<file path="config.mk">
export PLATFORM = sky130hd
export DESIGN_NAME = m_btb_upd_flat
export DESIGN_NICKNAME = d
export VERILOG_FILES = /design/src/rtl/m_btb_upd_if.sv /design/src/rtl/m_btb_upd.sv /design/src/flat_wrapper.sv
export SDC_FILE = /design/constraint.sdc
export NUM_CORES = 1
export LEC_CHECK = 0
export CORE_MARGIN = 3
export CORE_UTILIZATION = 35
export DETAILED_ROUTE_END_ITERATION = 12
export PLACE_DENSITY = 0.57
export SETUP_SLACK_MARGIN = 0.15
export SLEW_MARGIN = 25
export SYNTH_ARGS = -nofsm -noshare
export SYNTH_HDL_FRONTEND = slang
export SYNTH_SLANG_ARGS = --single-unit
</file>
<file path="constraint.sdc">
create_clock -name w_clock -period 8.8 [get_ports w_clock]
set_clock_uncertainty 0.1 [all_clocks]
set_input_delay 1.32 -clock w_clock [delete_from_list [all_inputs] [get_ports w_clock]]
set_output_delay 1.32 -clock w_clock [all_outputs]
set_load 0.01 [all_outputs]
</file>
<file path="src/rtl/m_btb_upd_if.sv">
// Update-side bus of the BTB controller: branch reports in, BTB write port and status out.
interface m_btb_upd_if;
    logic        w_flush;
    logic        w_br_valid;
    logic [31:0] w_br_pc;
    logic        w_br_taken;
    logic [31:0] w_br_tgt;
    logic        w_br_hit;
    logic [31:0] w_br_pred;
    logic [4:0]  w_wa;
    logic        w_we;
    logic [57:0] w_wd;
    logic        w_busy;
    logic        w_drop;
    logic [15:0] w_drops;

    // Execute-stage side: issues reports and flushes, observes the write port.
    modport master (
        output w_flush, w_br_valid, w_br_pc, w_br_taken, w_br_tgt, w_br_hit, w_br_pred,
        input  w_wa, w_we, w_wd, w_busy, w_drop, w_drops
    );

    // Controller side.
    modport slave (
        input  w_flush, w_br_valid, w_br_pc, w_br_taken, w_br_tgt, w_br_hit, w_br_pred,
        output w_wa, w_we, w_wd, w_busy, w_drop, w_drops
    );
endinterface

</file>
<file path="src/rtl/m_btb_upd.sv">
// BTB update controller: filters resolved-branch reports into allocate/invalidate
// writes, buffers them in a small FIFO and drains one write per cycle. Sweeps all
// 32 entries to zero after reset or flush.
module m_btb_upd #(
    parameter int unsigned DEPTH = 4
) (
    input  logic         w_clock,
    input  logic         w_rst,
    m_btb_upd_if.slave   bus
);
    localparam int unsigned AW      = $clog2(DEPTH);
    localparam int unsigned PW      = AW + 1;
    localparam int unsigned IDX_W   = 5;
    localparam int unsigned TAG_W   = 25;
    localparam int unsigned TGT_W   = 32;
    localparam int unsigned WD_W    = 1 + TAG_W + TGT_W;
    localparam int unsigned CNT_W   = 16;
    localparam logic [IDX_W-1:0] LAST_IDX = IDX_W'(31);
    localparam logic [CNT_W-1:0] CNT_MAX  = {CNT_W{1'b1}};

    typedef struct packed {
        logic [IDX_W-1:0] wa;
        logic [WD_W-1:0]  wd;
    } upd_t;

    typedef enum logic {
        ST_INIT = 1'b0,
        ST_RUN  = 1'b1
    } state_t;

    state_t           state_q, state_d;
    logic [IDX_W-1:0] idx_q, idx_d;
    logic [PW-1:0]    wr_ptr_q, wr_ptr_d;
    logic [PW-1:0]    rd_ptr_q, rd_ptr_d;
    upd_t             fifo_q [DEPTH];
    logic             busy_q;
    logic             drop_q, drop_d;
    logic [CNT_W-1:0] drops_q, drops_d;

    logic             qual_c;
    upd_t             new_c;
    upd_t             head_c;
    logic             empty_c;
    logic             full_c;
    logic             pop_c;
    logic             push_c;
    logic [AW-1:0]    push_slot_c;

    // PC bits [1:0] carry no index or tag information.
    logic unused_pc_lsb;
    assign unused_pc_lsb = ^bus.w_br_pc[1:0];

    // Report filter: allocate on a missed/mispredicted taken branch, invalidate a
    // stale hit on a not-taken branch, otherwise nothing to do.
    always_comb begin
        qual_c   = 1'b0;
        new_c.wa = bus.w_br_pc[6:2];
        new_c.wd = '0;
        if (bus.w_br_valid) begin
            if (bus.w_br_taken) begin
                qual_c = !bus.w_br_hit || (bus.w_br_pred != bus.w_br_tgt);
                new_c.wd = {1'b1, bus.w_br_pc[31:7], bus.w_br_tgt};
            end else begin
                qual_c = bus.w_br_hit;
            end
        end
    end

    // FIFO status from pointer compare; the extra MSB separates full from empty.
    always_comb begin
        empty_c = (wr_ptr_q == rd_ptr_q);
        full_c  = (wr_ptr_q[AW-1:0] == rd_ptr_q[AW-1:0]) && (wr_ptr_q[AW] != rd_ptr_q[AW]);
        head_c  = fifo_q[rd_ptr_q[AW-1:0]];
        pop_c   = (state_q == ST_RUN) && !empty_c && !bus.w_flush;
    end

    // BTB write port: sweep zeros in INIT, FIFO head in RUN. A flush cycle writes
    // nothing since the queued head is being discarded.
    always_comb begin
        bus.w_we = 1'b0;
        bus.w_wa = '0;
        bus.w_wd = '0;
        if (!w_rst && !bus.w_flush) begin
            if (state_q == ST_INIT) begin
                bus.w_we = 1'b1;
                bus.w_wa = idx_q;
            end else if (!empty_c) begin
                bus.w_we = 1'b1;
                bus.w_wa = head_c.wa;
                bus.w_wd = head_c.wd;
            end
        end
    end

    assign bus.w_busy  = busy_q;
    assign bus.w_drop  = drop_q;
    assign bus.w_drops = drops_q;

    // Next-state: sweep sequencing, FIFO pointers, enqueue/drop decisions.
    always_comb begin
        state_d     = state_q;
        idx_d       = idx_q;
        wr_ptr_d    = wr_ptr_q;
        rd_ptr_d    = rd_ptr_q;
        drop_d      = 1'b0;
        drops_d     = drops_q;
        push_c      = 1'b0;
        push_slot_c = wr_ptr_q[AW-1:0];

        case (state_q)
            ST_INIT: begin
                idx_d = idx_q + IDX_W'(1);
                if (idx_q == LAST_IDX) begin
                    state_d = ST_RUN;
                end
            end
            default: begin
                state_d = ST_RUN;
            end
        endcase

        if (pop_c) begin
            rd_ptr_d = rd_ptr_q + PW'(1);
        end

        if (bus.w_flush) begin
            // Restart the sweep; a same-cycle report lands in the emptied FIFO.
            state_d  = ST_INIT;
            idx_d    = '0;
            rd_ptr_d = '0;
            wr_ptr_d = '0;
            if (qual_c) begin
                push_c      = 1'b1;
                push_slot_c = '0;
                wr_ptr_d    = PW'(1);
            end
        end else if (qual_c) begin
            if (!full_c || pop_c) begin
                push_c   = 1'b1;
                wr_ptr_d = wr_ptr_q + PW'(1);
            end else begin
                drop_d = 1'b1;
                if (drops_q != CNT_MAX) begin
                    drops_d = drops_q + CNT_W'(1);
                end
            end
        end
    end

    // Control state register with synchronous reset.
    always_ff @(posedge w_clock) begin
        if (w_rst) begin
            state_q  <= ST_INIT;
            idx_q    <= '0;
            wr_ptr_q <= '0;
            rd_ptr_q <= '0;
            busy_q   <= 1'b1;
            drop_q   <= 1'b0;
            drops_q  <= '0;
        end else begin
            state_q  <= state_d;
            idx_q    <= idx_d;
            wr_ptr_q <= wr_ptr_d;
            rd_ptr_q <= rd_ptr_d;
            busy_q   <= (state_d == ST_INIT);
            drop_q   <= drop_d;
            drops_q  <= drops_d;
        end
    end

    // FIFO storage; contents are only meaningful between the pointers.
    always_ff @(posedge w_clock) begin
        if (!w_rst && push_c) begin
            fifo_q[push_slot_c] <= new_c;
        end
    end
endmodule

</file>
<file path="src/flat_wrapper.sv">
// flat-port wrapper written by rule: the top's interface ports become plain ports
module m_btb_upd_flat 
#(
    parameter int unsigned DEPTH = 4
)
  (w_clock, w_rst, bus_w_flush, bus_w_br_valid, bus_w_br_pc, bus_w_br_taken, bus_w_br_tgt, bus_w_br_hit, bus_w_br_pred, bus_w_wa, bus_w_we, bus_w_wd, bus_w_busy, bus_w_drop, bus_w_drops);
  m_btb_upd_if bus_i ();
  input  logic w_clock;
  input  logic w_rst;
  input wire logic [$bits(bus_i.w_flush)-1:0] bus_w_flush;
  input wire logic [$bits(bus_i.w_br_valid)-1:0] bus_w_br_valid;
  input wire logic [$bits(bus_i.w_br_pc)-1:0] bus_w_br_pc;
  input wire logic [$bits(bus_i.w_br_taken)-1:0] bus_w_br_taken;
  input wire logic [$bits(bus_i.w_br_tgt)-1:0] bus_w_br_tgt;
  input wire logic [$bits(bus_i.w_br_hit)-1:0] bus_w_br_hit;
  input wire logic [$bits(bus_i.w_br_pred)-1:0] bus_w_br_pred;
  output wire logic [$bits(bus_i.w_wa)-1:0] bus_w_wa;
  output wire logic [$bits(bus_i.w_we)-1:0] bus_w_we;
  output wire logic [$bits(bus_i.w_wd)-1:0] bus_w_wd;
  output wire logic [$bits(bus_i.w_busy)-1:0] bus_w_busy;
  output wire logic [$bits(bus_i.w_drop)-1:0] bus_w_drop;
  output wire logic [$bits(bus_i.w_drops)-1:0] bus_w_drops;
  assign bus_i.w_flush = bus_w_flush;
  assign bus_i.w_br_valid = bus_w_br_valid;
  assign bus_i.w_br_pc = bus_w_br_pc;
  assign bus_i.w_br_taken = bus_w_br_taken;
  assign bus_i.w_br_tgt = bus_w_br_tgt;
  assign bus_i.w_br_hit = bus_w_br_hit;
  assign bus_i.w_br_pred = bus_w_br_pred;
  assign bus_w_wa = bus_i.w_wa;
  assign bus_w_we = bus_i.w_we;
  assign bus_w_wd = bus_i.w_wd;
  assign bus_w_busy = bus_i.w_busy;
  assign bus_w_drop = bus_i.w_drop;
  assign bus_w_drops = bus_i.w_drops;
  m_btb_upd #(.DEPTH(DEPTH)) u_core (.w_clock(w_clock), .w_rst(w_rst), .bus(bus_i));
endmodule
</file>
### Word level (Yosys, flattened, before mapping)

Memory sizes are Yosys's and may differ from the RTL's. A register that Yosys moved wholly into a read port is not among the register bits.
Cells that the tools add are included.

| storage, ports and cells | value |
|---|---|
| flip-flop bits (word level) | 30 |
| bits in latches | 0 |
| RAM bits | 252 |
| ROM bits | 0 |
| input port bits | 102 |
| output and inout bits | 82 |
| word-level logic and storage cells | 71 |
| memories | 1 |

Memory list:

| memory | depth | width | rd ports | clocked after Yosys merged registers in | wr ports | RTL line | text |
|---|---|---|---|---|---|---|---|
| u_core.fifo_q | 4 | 63 | 1 | 1 | 1 | m_btb_upd.sv:35 | `upd_t fifo_q [DEPTH];` |

| operators by class | value |
|---|---|
| add/sub/neg operators | 4 |
| $mul | 0 |
| div/mod/pow operators | 0 |
| magnitude comparators | 0 |
| eq/ne operators | 6 |
| shift operators | 0 |
| mux-type cells | 31 |
| bitwise gates (word level) | 4 |
| reduce and logical (&&, ||, !) cells | 18 |

Operator list:

| kind | number |
|---|---|
| 2-to-1 mux 58 bit | 5 |
| != test 32 bit | 1 |
| adder 16 x 1 -> 16 bit, second input constant | 1 |
| 2-to-1 mux 1 bit | 16 |
| != test 16 bit, second input constant | 1 |
| 2-to-1 mux 5 bit | 3 |
| 2-to-1 mux 3 bit | 3 |
| 2-to-1 mux 2 bit | 4 |
| adder 3 x 1 -> 3 bit, second input constant | 2 |
| adder 5 x 1 -> 5 bit, second input constant | 1 |
| == test 5 bit, second input constant | 1 |
| logical AND 1 bit | 5 |
| zero test 1 bit | 5 |
| NOT 1 bit | 4 |
| AND reduction 4 bit | 1 |
| nonzero test 2 bit | 2 |
| == test 3 bit | 1 |
| OR reduction 3 bit | 1 |
| == test 2 bit | 1 |
| logical OR 1 bit | 2 |
| AND reduction 2 bit | 1 |
| OR reduction 2 bit | 1 |
| != test 1 bit | 1 |

### Logic depth before layout (Yosys ltp)

Gate-level depths: netlist of the first run.

| depth | value |
|---|---|
| depth in word-level cells | 11 |
| gate-level depth with buffers | 8 |
| depth with buffers taken out | 7 |

### Worst setup path after synthesis of the first run

Ideal clock, no wire load.

| timing path | value |
|---|---|
| path kind | input to register |
| start | input bus_w_br_pred[20] |
| end | memory u_core.fifo_q[2][0] (netlist bit) (enable) |
| arrival time | 8.139 ns |
| data required time | 8.061 ns |
| path slack | -0.078 ns |
| cell stages on the path | 8 |
| path through | xor2_1 > nor4_1 > nand4_1 > nor4_4 > buf_4 > nor2_1 > nand2_1 > nor4_1 |

| between the ends | value |
|---|---|
| word-level cells in the longest chain between the ends | 9 |
| elaborated cells between the ends (all ways) | 12 |
| those cells by class | eq/ne (1); mux (9); reduce/logical (2) |

Ends and longest elaborated chain:

| what | RTL line | text |
|---|---|---|
| start: declaration | flat_wrapper.sv:16 | `input wire logic [$bits(bus_i.w_br_pred)-1:0] bus_w_br_pred;` |
| != test 32 bit (*) | m_btb_upd.sv:61 | `qual_c = !bus.w_br_hit \|\| (bus.w_br_pred != bus.w_br_tgt);` |
| logical OR 1 bit (*) | m_btb_upd.sv:61 |  |
| 2-to-1 mux 1 bit (*) | m_btb_upd.sv:60 | `if (bus.w_br_taken) begin` |
| 2-to-1 mux 1 bit (*) | m_btb_upd.sv:59 | `if (bus.w_br_valid) begin` |
| 2-to-1 mux 1 bit (on tied branches) | m_btb_upd.sv:137, m_btb_upd.sv:132 |  |
| 2-to-1 mux 1 bit | m_btb_upd.sv:126 | `if (bus.w_flush) begin` |
| logical AND 1 bit | m_btb_upd.sv:173 | `if (!w_rst && push_c) begin` |
| 2-to-1 mux 1 bit | m_btb_upd.sv:173 |  |
| 2-to-1 mux 1 bit (not written as such) | m_btb_upd.sv:174 | `fifo_q[push_slot_c] <= new_c;` |
| end: declaration | m_btb_upd.sv:35 |  |

Mark *: on every way between the ends. The rest lies on a longest branch, timed or not.

### Worst setup path in the final report of the first run

| timing path | value |
|---|---|
| start | input bus_w_flush |
| end | output bus_w_wd[28] |

| between the ends | value |
|---|---|
| word-level cells in the longest chain between the ends | 3 |

Ends and longest elaborated chain:

| what | RTL line | text |
|---|---|---|
| start: declaration | flat_wrapper.sv:10 | `input wire logic [$bits(bus_i.w_flush)-1:0] bus_w_flush;` |
| zero test 1 bit | m_btb_upd.sv:83 | `if (!w_rst && !bus.w_flush) begin` |
| logical AND 1 bit | m_btb_upd.sv:83 |  |
| 2-to-1 mux 58 bit | m_btb_upd.sv:83 |  |
| end: declaration | flat_wrapper.sv:19 | `output wire logic [$bits(bus_i.w_wd)-1:0] bus_w_wd;` |

No other way between the ends.

==> results of run 1 <==
cell families (layout without fill, tap and decap cells):
kind of cell	after synthesis	count (layout)	synth area share
flops	284	284	0.6909
simple gates	230	230	0.1142
mux	72	72	0.1278
buf+inv	52	259	0.01696
xor+xnor	47	47	0.03465
compound gates	19	19	0.01032
fa+ha+maj	5	5	0.005266
per-layer routing:
| metal | vias up | GRT usage |
|---|---|---|
| li1 | 3162 | - |
| met1 | 3549 | 0.2151 |
| met2 | 166 | 0.2744 |
| met3 | 29 | 0.02684 |
| met4 | 0 | 0.03020 |
| met5 | - | 0 |
area by class of cell:
type	count	area [um^2]
inverters	5	18.77
clock inverters	19	245.2
flip-flops and latches	284	8215
clock buffers	39	825.8
fillers	2924	17720
well taps	442	553.0
repair buffers	196	1947
multi-input cells	373	3511
power by group through the flow:
| stage | sequential, mW | clock, mW | combinational (mW) |
|---|---|---|---|
| floorplan | 1.52 | 0 | 0.0591 |
| CTS | 1.49 | 1.37 | 0.141 |
| finish | 1.49 | 1.34 | 0.139 |
| detailed placement | 1.52 | 0 | 0.140 |
| global route | 1.49 | 1.44 | 0.150 |
| global placement | 1.52 | 0 | 0.139 |
worst paths after layout:
path,end,cells after the start,slack [ns],startpoint
min,u_core.idx_q[0],2,0.42,u_core.idx_q[0]
max,bus_w_wd[28],5,3.84,bus_w_flush
min reg2reg,u_core.idx_q[0],2,0.42,u_core.idx_q[0]
max reg2reg,u_core.fifo_q[3][8],5,6.38,u_core.state_q
registers in the layout, indices dropped and copies added (netlist names), named ones only:
signal / cells
u_core.rd_ptr_q: 3
u_core.bus.w_drops: 16
u_core.bus.w_busy: 1
u_core.state_q: 1
u_core.idx_q: 5
u_core.wr_ptr_q: 3
u_core.bus.w_drop: 1
u_core.fifo_q: 252
cell usage after synthesis, types with 2 or more instances:
cell	number	area, um^2
clkbuf_1	38	142.6
xor2_1	32	280.3
nor2_1	33	123.9
ha_1	5	62.56
a21oi_1	10	50.05
dfxtp_1	32	640.6
a21o_1	2	15.01
nor4_1	9	56.30
nand2_1	12	45.04
buf_1	6	22.52
nor3_1	8	40.04
mux2_1	2	22.52
and4_1	2	17.52
edfxtp_1	252	7567
and2_1	5	31.28
inv_1	5	18.77
nand3_1	10	50.05
nand2b_1	4	25.02
buf_2	2	10.01
nand4_1	8	50.05
mux2i_1	5	50.05
and3_1	120	750.7
nor2b_1	9	56.30
or2_2	2	12.51
mux4_2	63	1419
xnor2_1	15	131.4
worst max-delay path, cell delays in order:
cell and delay (ns):
clkdlybuf4s50_1 0.58, nor2_4 0.16, buf_4 0.55, and3_1 0.34, clkdlybuf4s50_1 0.56
through the flow:
| stage | hold WS, ns | cells | power (mW) | cell area, um^2 | setup WS [ns] |
|---|---|---|---|---|---|
| after floorplan | 0.3886 | 709 | 1.577 | 11890 | 0.2014 |
| after global placement | 0.4046 | 1298 | 1.655 | 14200 | 3.828 |
| after detailed placement | 0.4083 | 1298 | 1.657 | 14200 | 3.833 |
| after CTS | 0.4189 | 1356 | 3.002 | 15270 | 3.816 |
| after global routing | 0.4716 | 1358 | 3.074 | 15320 | 3.735 |
| final | 0.4234 | 1358 | 2.970 | 15320 | 3.843 |
==> metrics.txt, run 1 <==
antenna-violating nets left 0; Leakage 5.275 nW; worst slew pin tran 0.9775 ns; GRT Util Overall 0.1591; htree depth 1; die area 36190 um^2; layout cell share with drive strength beyond 1 0.1583; core area 33030 um^2; HP Class flip-flop to flip-flop; Root Buffer clkbuf_16; Gate power share 0.047; Final min period 4.957 ns; area grow syn2layout 28.92%; chip height 190.2 um; CP max FO 61; 1st-iter DRT viols 309; Vias/cell 5.085; Net Count, Synth 816; TritonCTS buffer count 31; number of global-route vias before repair 7360; metal2 WL 14.55 mm; I/O Buffers 181; fin crit share 0.5634; Post-synth top flop edfxtp_1; WP data arrival 3.54 ns; pwr dens 193.9 nW/um^2; FF+latch count, synth 284; first-pass GRT wire length 44.28 mm; CP Data Required Time 7.38 ns; metal3 WL 1.310 mm; drc violations 0; Peak VDD IR 0.1473 mV; most common cell after layout, fill and taps aside edfxtp_1; vias 6906; Max Cap Viol 0; mean routed wirelength per cell 21.15 um; final setup fails 0; Worst slew margin 0.3414; Pre-antenna DRT Iters 5; gate count after technology mapping 709; CTS Sinks 284; number of gates resized after cts 0; Post-Route WL 28.73 mm; part of the power in the clock network 0.452; met1 WL 12.37 mm; register area share after synthesis 0.6909; HPWL Detailed 16.70 mm; # Post-CTS Setup Buffers 0; num ports 184; initial antenna violation count 0; post-synthesis cell type count 44; Finished Core Util 0.4637; run status complete, no violations; Nets 998; gr ovfl total 0; most frequent cells in the layout 252 x edfxtp_1, 179 x clkdlybuf4s50_1, 120 x and3_1; Hold Buf Count CTS 0; Peak Freq 0.2017 GHz; Post-synth EDFFs 252; Fin Setup TNS 0 ns; Clock transition at path regs 0.06 ns; CP startpoint kind input port; Int Pwr 2.389 mW; CTS tree done; type of the worst setup path input port to primary output; sequential share of power 0.501; Antenna Cells 0; Final Hold Viols 0; YS warnings 0; die extent in x 190.2 um; CTS max path bufs 3; Switch Pwr 0.5809 mW; Cell Area, Synth 11880 um^2; unrepaired setup endpoints after global routing no; Pins Over Slew Limit 0; initial core utilization 0.3597; largest net degree at the start of global routing 64; Skew-Pair Late Insertion Delay 0.53 ns; Mean Syn Cell Area 16.76 um^2; GPL Wtd Cong 0.7334; DR top layer met4; num rows 66; crit path capture type primary output; fraction of registers with async set or reset after synthesis 0; Switching Share 0.1956
Note: power is estimated with default switching activity, not from simulation.
==> run 2: changes to the inputs <==
Settings changed: PLACE_DENSITY 0.57 to 0.55.
Clock period 8.8 ns to 4.7 ns, I/O delays scaled along.
==> run 2 against run 1 <==
  * Wire length is 0.33% higher
  * Final area is 0.18% lower
  * Utilization is 0.083 points lower
  * First-iteration DRC count is 3.9% higher
  * Sequential power is 87% higher
  * Count of clock-buffer cells in the layout is 7 higher
  * Flip-flop and latch count stayed put
  * Total power is 80% higher
  * Clock power is 72% higher
  * Largest cell class unchanged
  * Sequential share of layout area is 0.096 points higher
==> metrics.txt, run 2 (same netlist as run 1, synthesis figures left out) <==
PnR worst setup slack 0.6577 ns (-3.185 ns); final instance area 15290 um^2 (-0.18%); mean routed wirelength per cell 21.21 um (+0.25%); reg2reg start u_core.wr_ptr_q[0]; Pins Over Slew Limit 0 (unchanged); 1st-iter DRT viols 321 (+3.9%); CTS tree done; Peak VDD IR 0.2511 mV (+71%); CP Data Required Time 3.89 ns (-3.49 ns); die area 36190 um^2 (unchanged); GPL Wtd Cong 0.7112 (-3.0%); final setup fails 0 (unchanged); Nets 1000 (+0.20%); I/O Buffers 181 (unchanged); FILL cells 2944 (+0.68%); HP Class flip-flop to flip-flop; Switching Share 0.2007 (+0.005167); area grow syn2layout 28.69%; pwr dens 349.6 nW/um^2 (+80%); fin crit share 0.8601; most common cell after layout, fill and taps aside edfxtp_1; max reg flops 252 (unchanged); Hold Buf Count CTS 0 (unchanged); Skew-Pair Late Insertion Delay 0.54 ns (about the same); part of the power in the clock network 0.430 (-0.022); layout cell share with drive strength beyond 1 0.1581 (-0.0001726); chip height 190.2 um (unchanged); Finished Core Util 0.4628 (-0.0008330); sequential share of power 0.521 (+0.020); Vias/cell 5.034 (-1.0%); CP max FO 40 (-34%); Antenna Cells 0 (unchanged); first-pass GRT wire length 43.95 mm (-0.75%); FF/Latch Area 8215 um^2 (unchanged); number of global-route vias before repair 7268 (-1.3%); CP startpoint kind flip-flop; drc violations 0 (unchanged); Max Cap Viol 0 (unchanged); # Post-CTS Setup Buffers 0 (unchanged); Final min period 4.042 ns; number of gates resized after cts 0 (unchanged); DP Worst Slack 0.7848 ns (-3.048 ns); CTS Sinks 284 (unchanged); Gate power share 0.049 (+0.002); GRT Util Overall 0.1584 (-0.0006957); initial antenna violation count 1 (+1); area of the multi-input gates 3532 um^2 (+0.61%); unrepaired setup endpoints after global routing no; num rows 66 (unchanged); WP data arrival 3.24 ns (-0.30 ns); Leakage 5.262 nW (-0.24%); Worst slew margin 0.4131 (+0.07172); most frequent cells in the layout 252 x edfxtp_1, 179 x clkdlybuf4s50_1, 120 x and3_1; Peak Freq 0.2474 GHz; run status complete, no violations; antenna-violating nets left 0 (unchanged); Top reg by flops u_core.fifo_q; Hold Crit Start u_core.idx_q[0]; Post-Route WL 28.82 mm (+0.33%); htree depth 1 (unchanged); Final Hold Viols 0 (unchanged); R2R setup slack 2.25 ns (-4.13 ns); type of the worst setup path flip-flop to primary output; gr ovfl total 0 (unchanged); Fin Setup TNS 0 ns (unchanged); initial core utilization 0.3597 (unchanged); Clock transition at path regs 0.06 ns (about the same); die extent in x 190.2 um (unchanged); CTS max path bufs 3 (unchanged); Pre-antenna DRT Iters 4 (-1); num ports 184 (unchanged); Switch Pwr 1.073 mW (+85%); vias 6841 (-0.94%); CP Launch Point u_core.wr_ptr_q[0]; largest net degree at the start of global routing 64 (unchanged); HPWL Detailed 17.35 mm (+3.9%); core area 33030 um^2 (unchanged); Root Buffer clkbuf_16; crit path capture type primary output; TritonCTS buffer count 31 (unchanged); hold_ws 0.4209 ns (-0.002536 ns); Tot Pwr 5.346 mW (+80%); DP Area 14290 um^2 (+0.66%); Int Pwr 4.272 mW (+79%); worst slew pin tran 0.8803 ns (-0.09725 ns); placed cell count 1301 (+0.23%); non-filler cells, final 1359 (+0.074%)
[run 2: layer usage]
layer  vias up  GRT usage  wire, um
met5         -          0        12
met4         2    0.03105       509
met3        39    0.02665      1268
met2       144     0.2732     14270
met1      3499     0.2138     12760
li1       3157          -         -
[run 2: path summary, 6_finish.rpt]
path | cells after the start | to
setup / recovery | 7 | bus_w_wd[56]
hold / removal | 2 | u_core.idx_q[0]
setup reg to reg | 6 | u_core.fifo_q[0][46]
hold reg to reg | 2 | u_core.idx_q[0]
[run 2: cell type report]
cell class              instances  share of cell area
flip-flops and latches        284              0.5374
multi-input cells             373              0.2310
clock buffers                  46             0.05843
well taps                     442             0.03617
clock inverters                11            0.005483
inverters                       5            0.001228
repair buffers                198              0.1303
[run 2: worst max-delay path, cell delays in order (launching register included)]
cell and delay, ns:
dfxtp_1 0.52, xnor2_1 0.14, nand2_1 0.09, or2_2 0.14, and2_2 0.72, buf_4 0.34, and3_1 0.20, clkdlybuf4s50_1 0.54
[run 2: power by group through the flow]
stage                     Sequential (mW)  Clock, mW  Combinational, mW
after detailed placement             2.84          0              0.266
after global placement               2.84          0              0.264
after CTS                            2.79       2.37              0.267
final                                2.79       2.30              0.262
after global routing                 2.79       2.49              0.285
after floorplan                      2.84          0              0.113
==> run 3: changes to the inputs <==
Clock period 4.7 ns to 4.5 ns, I/O delays scaled along.
==> run 3 against run 2 <==
  * Die area stayed put
  * Total power is 4.2% higher
  * Wire length grew 0.49%
  * Critical path type unchanged
  * Largest cell class unchanged
  * Sequential share of layout area did not move
  * Critical path depth unchanged
==> metrics.txt, run 3 (same netlist as run 1, synthesis figures left out) <==
initial core utilization 0.3597 (unchanged); Leakage 5.243 nW (-0.37%); CTS max path bufs 3 (unchanged); Final Hold Viols 0 (unchanged); crit path capture type primary output; Worst slew margin 0.3085 (-0.1046); Antenna Cells 0 (unchanged); Tot Pwr 5.568 mW (+4.2%); GPL Wtd Cong 0.7298 (+2.6%); final setup fails 0 (unchanged); worst hold endpoint u_core.idx_q[0]; CP Data Required Time 3.72 ns (-0.17 ns); num rows 66 (unchanged); CP startpoint kind flip-flop; die area 36190 um^2 (unchanged); most common cell after layout, fill and taps aside edfxtp_1; Buf/Inv on CP 2 (unchanged); TritonCTS buffer count 31 (unchanged); run status complete, no violations; WP data arrival 3.17 ns (-0.07 ns); Nets 1001 (+0.10%); Top reg by flops u_core.fifo_q; first-pass GRT wire length 44.35 mm (+0.91%); fin crit share 0.8757; number of global-route vias before repair 7353 (+1.2%); I/O Buffers 181 (unchanged); R2R setup slack 1.65 ns (-0.60 ns); FILL cells 2905 (-1.3%); CTS tree done; CTS Sinks 284 (unchanged); Root Buffer clkbuf_16; area grow syn2layout 28.69% (unchanged); pwr dens 364.2 nW/um^2 (+4.2%); Hold Crit Start u_core.idx_q[0]; 1st-iter DRT viols 382 (+19%); largest net degree at the start of global routing 64 (unchanged); Pins Over Slew Limit 0 (unchanged); final instance area 15290 um^2 (unchanged); HPWL Detailed 17.61 mm (+1.5%); delay-heaviest family, CP simple AND/OR/NAND/NOR gates; DP Area 14320 um^2 (+0.23%); hold path depth 2 (unchanged); max reg flops 252 (unchanged); PnR worst setup slack 0.5592 ns (-0.09849 ns); Clock transition at path regs 0.06 ns (about the same); most frequent cells in the layout 252 x edfxtp_1, 179 x clkdlybuf4s50_1, 120 x and3_1; Pre-antenna DRT Iters 4 (unchanged); initial antenna violation count 1 (unchanged); vias 6895 (+0.79%); # Post-CTS Setup Buffers 0 (unchanged); GRT Util Overall 0.1603 (+0.001882); DP Worst Slack 0.3737 ns (-0.4111 ns); Skew-Pair Late Insertion Delay 0.54 ns (about the same); HP Class flip-flop to flip-flop; antenna-violating nets left 0 (unchanged); num ports 184 (unchanged); slowest stage delay, CP 0.65 ns (-0.07 ns); Peak Freq 0.2538 GHz; chip height 190.2 um (unchanged); Hold Buf Count CTS 0 (unchanged); htree depth 1 (unchanged); reg2reg start u_core.wr_ptr_q[0]; Peak VDD IR 0.2875 mV (+14%); unrepaired setup endpoints after global routing no; Reg2Reg Depth 6 (unchanged); Fin Setup TNS 0 ns (unchanged); worst slew pin tran 1.034 ns (+0.1536 ns); reg2reg end u_core.fifo_q[1][4]; core area 33030 um^2 (unchanged); Post-Route WL 28.96 mm (+0.49%); Worst path slowest cell and2_2; mean routed wirelength per cell 21.36 um (+0.71%); Final min period 3.941 ns; crit path cell chain xnor2_1, nand2_1, or2_2, and2_2, buf_12, and3_1, clkdlybuf4s50_1; Vias/cell 5.085 (+1.0%); drc violations 0 (unchanged); type of the worst setup path flip-flop to primary output; number of gates resized after cts 0 (unchanged); layout cell share with drive strength beyond 1 0.1510 (-0.007140); Max Cap Viol 0 (unchanged); gr ovfl total 0 (unchanged); CP max FO 32 (-20%); die extent in x 190.2 um (unchanged)
-- run 3: cell types whose count changed in the layout (fill, tap and decap cells not counted), sizes merged --
cell | before | now
bufinv | 1 | 3
clkinv | 8 | 9
inv | 6 | 5
buf | 19 | 20
clkinvlp | 1 | 2
clkbuf | 46 | 39
-- run 3: per-layer routing --
metal,part of all wire,up-vias,track usage
met5,0.00045,-,0
met4,0.016,2,0.03161
met3,0.042,36,0.02555
met2,0.50,158,0.2826
met1,0.44,3541,0.2116
li1,-,3158,-
-- run 3: per-stage QoR --
step | hold slack (ns) | std cells | util
6_report | 0.4151 | 1356 | 0.4628
5_1_grt | 0.4497 | 1356 | 0.4628
4_1_cts | 0.4174 | 1355 | 0.4624
3_5_place_dp | 0.4085 | 1302 | 0.4336
3_3_place_gp | 0.4067 | 1302 | 0.4336
2_1_floorplan | 0.3886 | 709 | -
-- run 3: how the worst max path moves through the flow --
stage / startpoint / end / depth (start not counted)
final: u_core.wr_ptr_q[0] / bus_w_wd[31] / 7
after global routing: u_core.wr_ptr_q[0] / bus_w_wd[0] / 7
after CTS: u_core.wr_ptr_q[0] / bus_w_wd[0] / 7
after detailed placement: bus_w_br_tgt[3] / u_core.fifo_q[1][22] / 9
after global placement: bus_w_br_tgt[3] / u_core.fifo_q[1][25] / 9
after floorplan: bus_w_br_pred[20] / u_core.fifo_q[1][0] / 8
-- run 3: layout make-up --
class | count | area [um^2] | area share
clock buffers | 39 | 805.8 | 0.05270
flip-flops and latches | 284 | 8215 | 0.5374
clock inverters | 14 | 143.9 | 0.009412
multi-input cells | 373 | 3532 | 0.2310
inverters | 5 | 18.77 | 0.001228
well taps | 442 | 553.0 | 0.03617
repair buffers | 199 | 2019 | 0.1321
-- run 3: where the power goes --
group	switching, mW	total, mW	internal [mW]
clock network	0.963	2.38	1.42
logic	0.133	0.274	0.140
registers	0.0104	2.91	2.90
total	1.11	5.57	4.46
-- run 3: worst reg2reg max path: cells and delay by family, from the launching register on --
family / cells / cell delay [ns]
buf+inv: 1 / 0.40
compound gates: 1 / 0.19
xor+xnor: 1 / 0.14
simple gates: 3 / 1.14
flops: 1 / 0.52
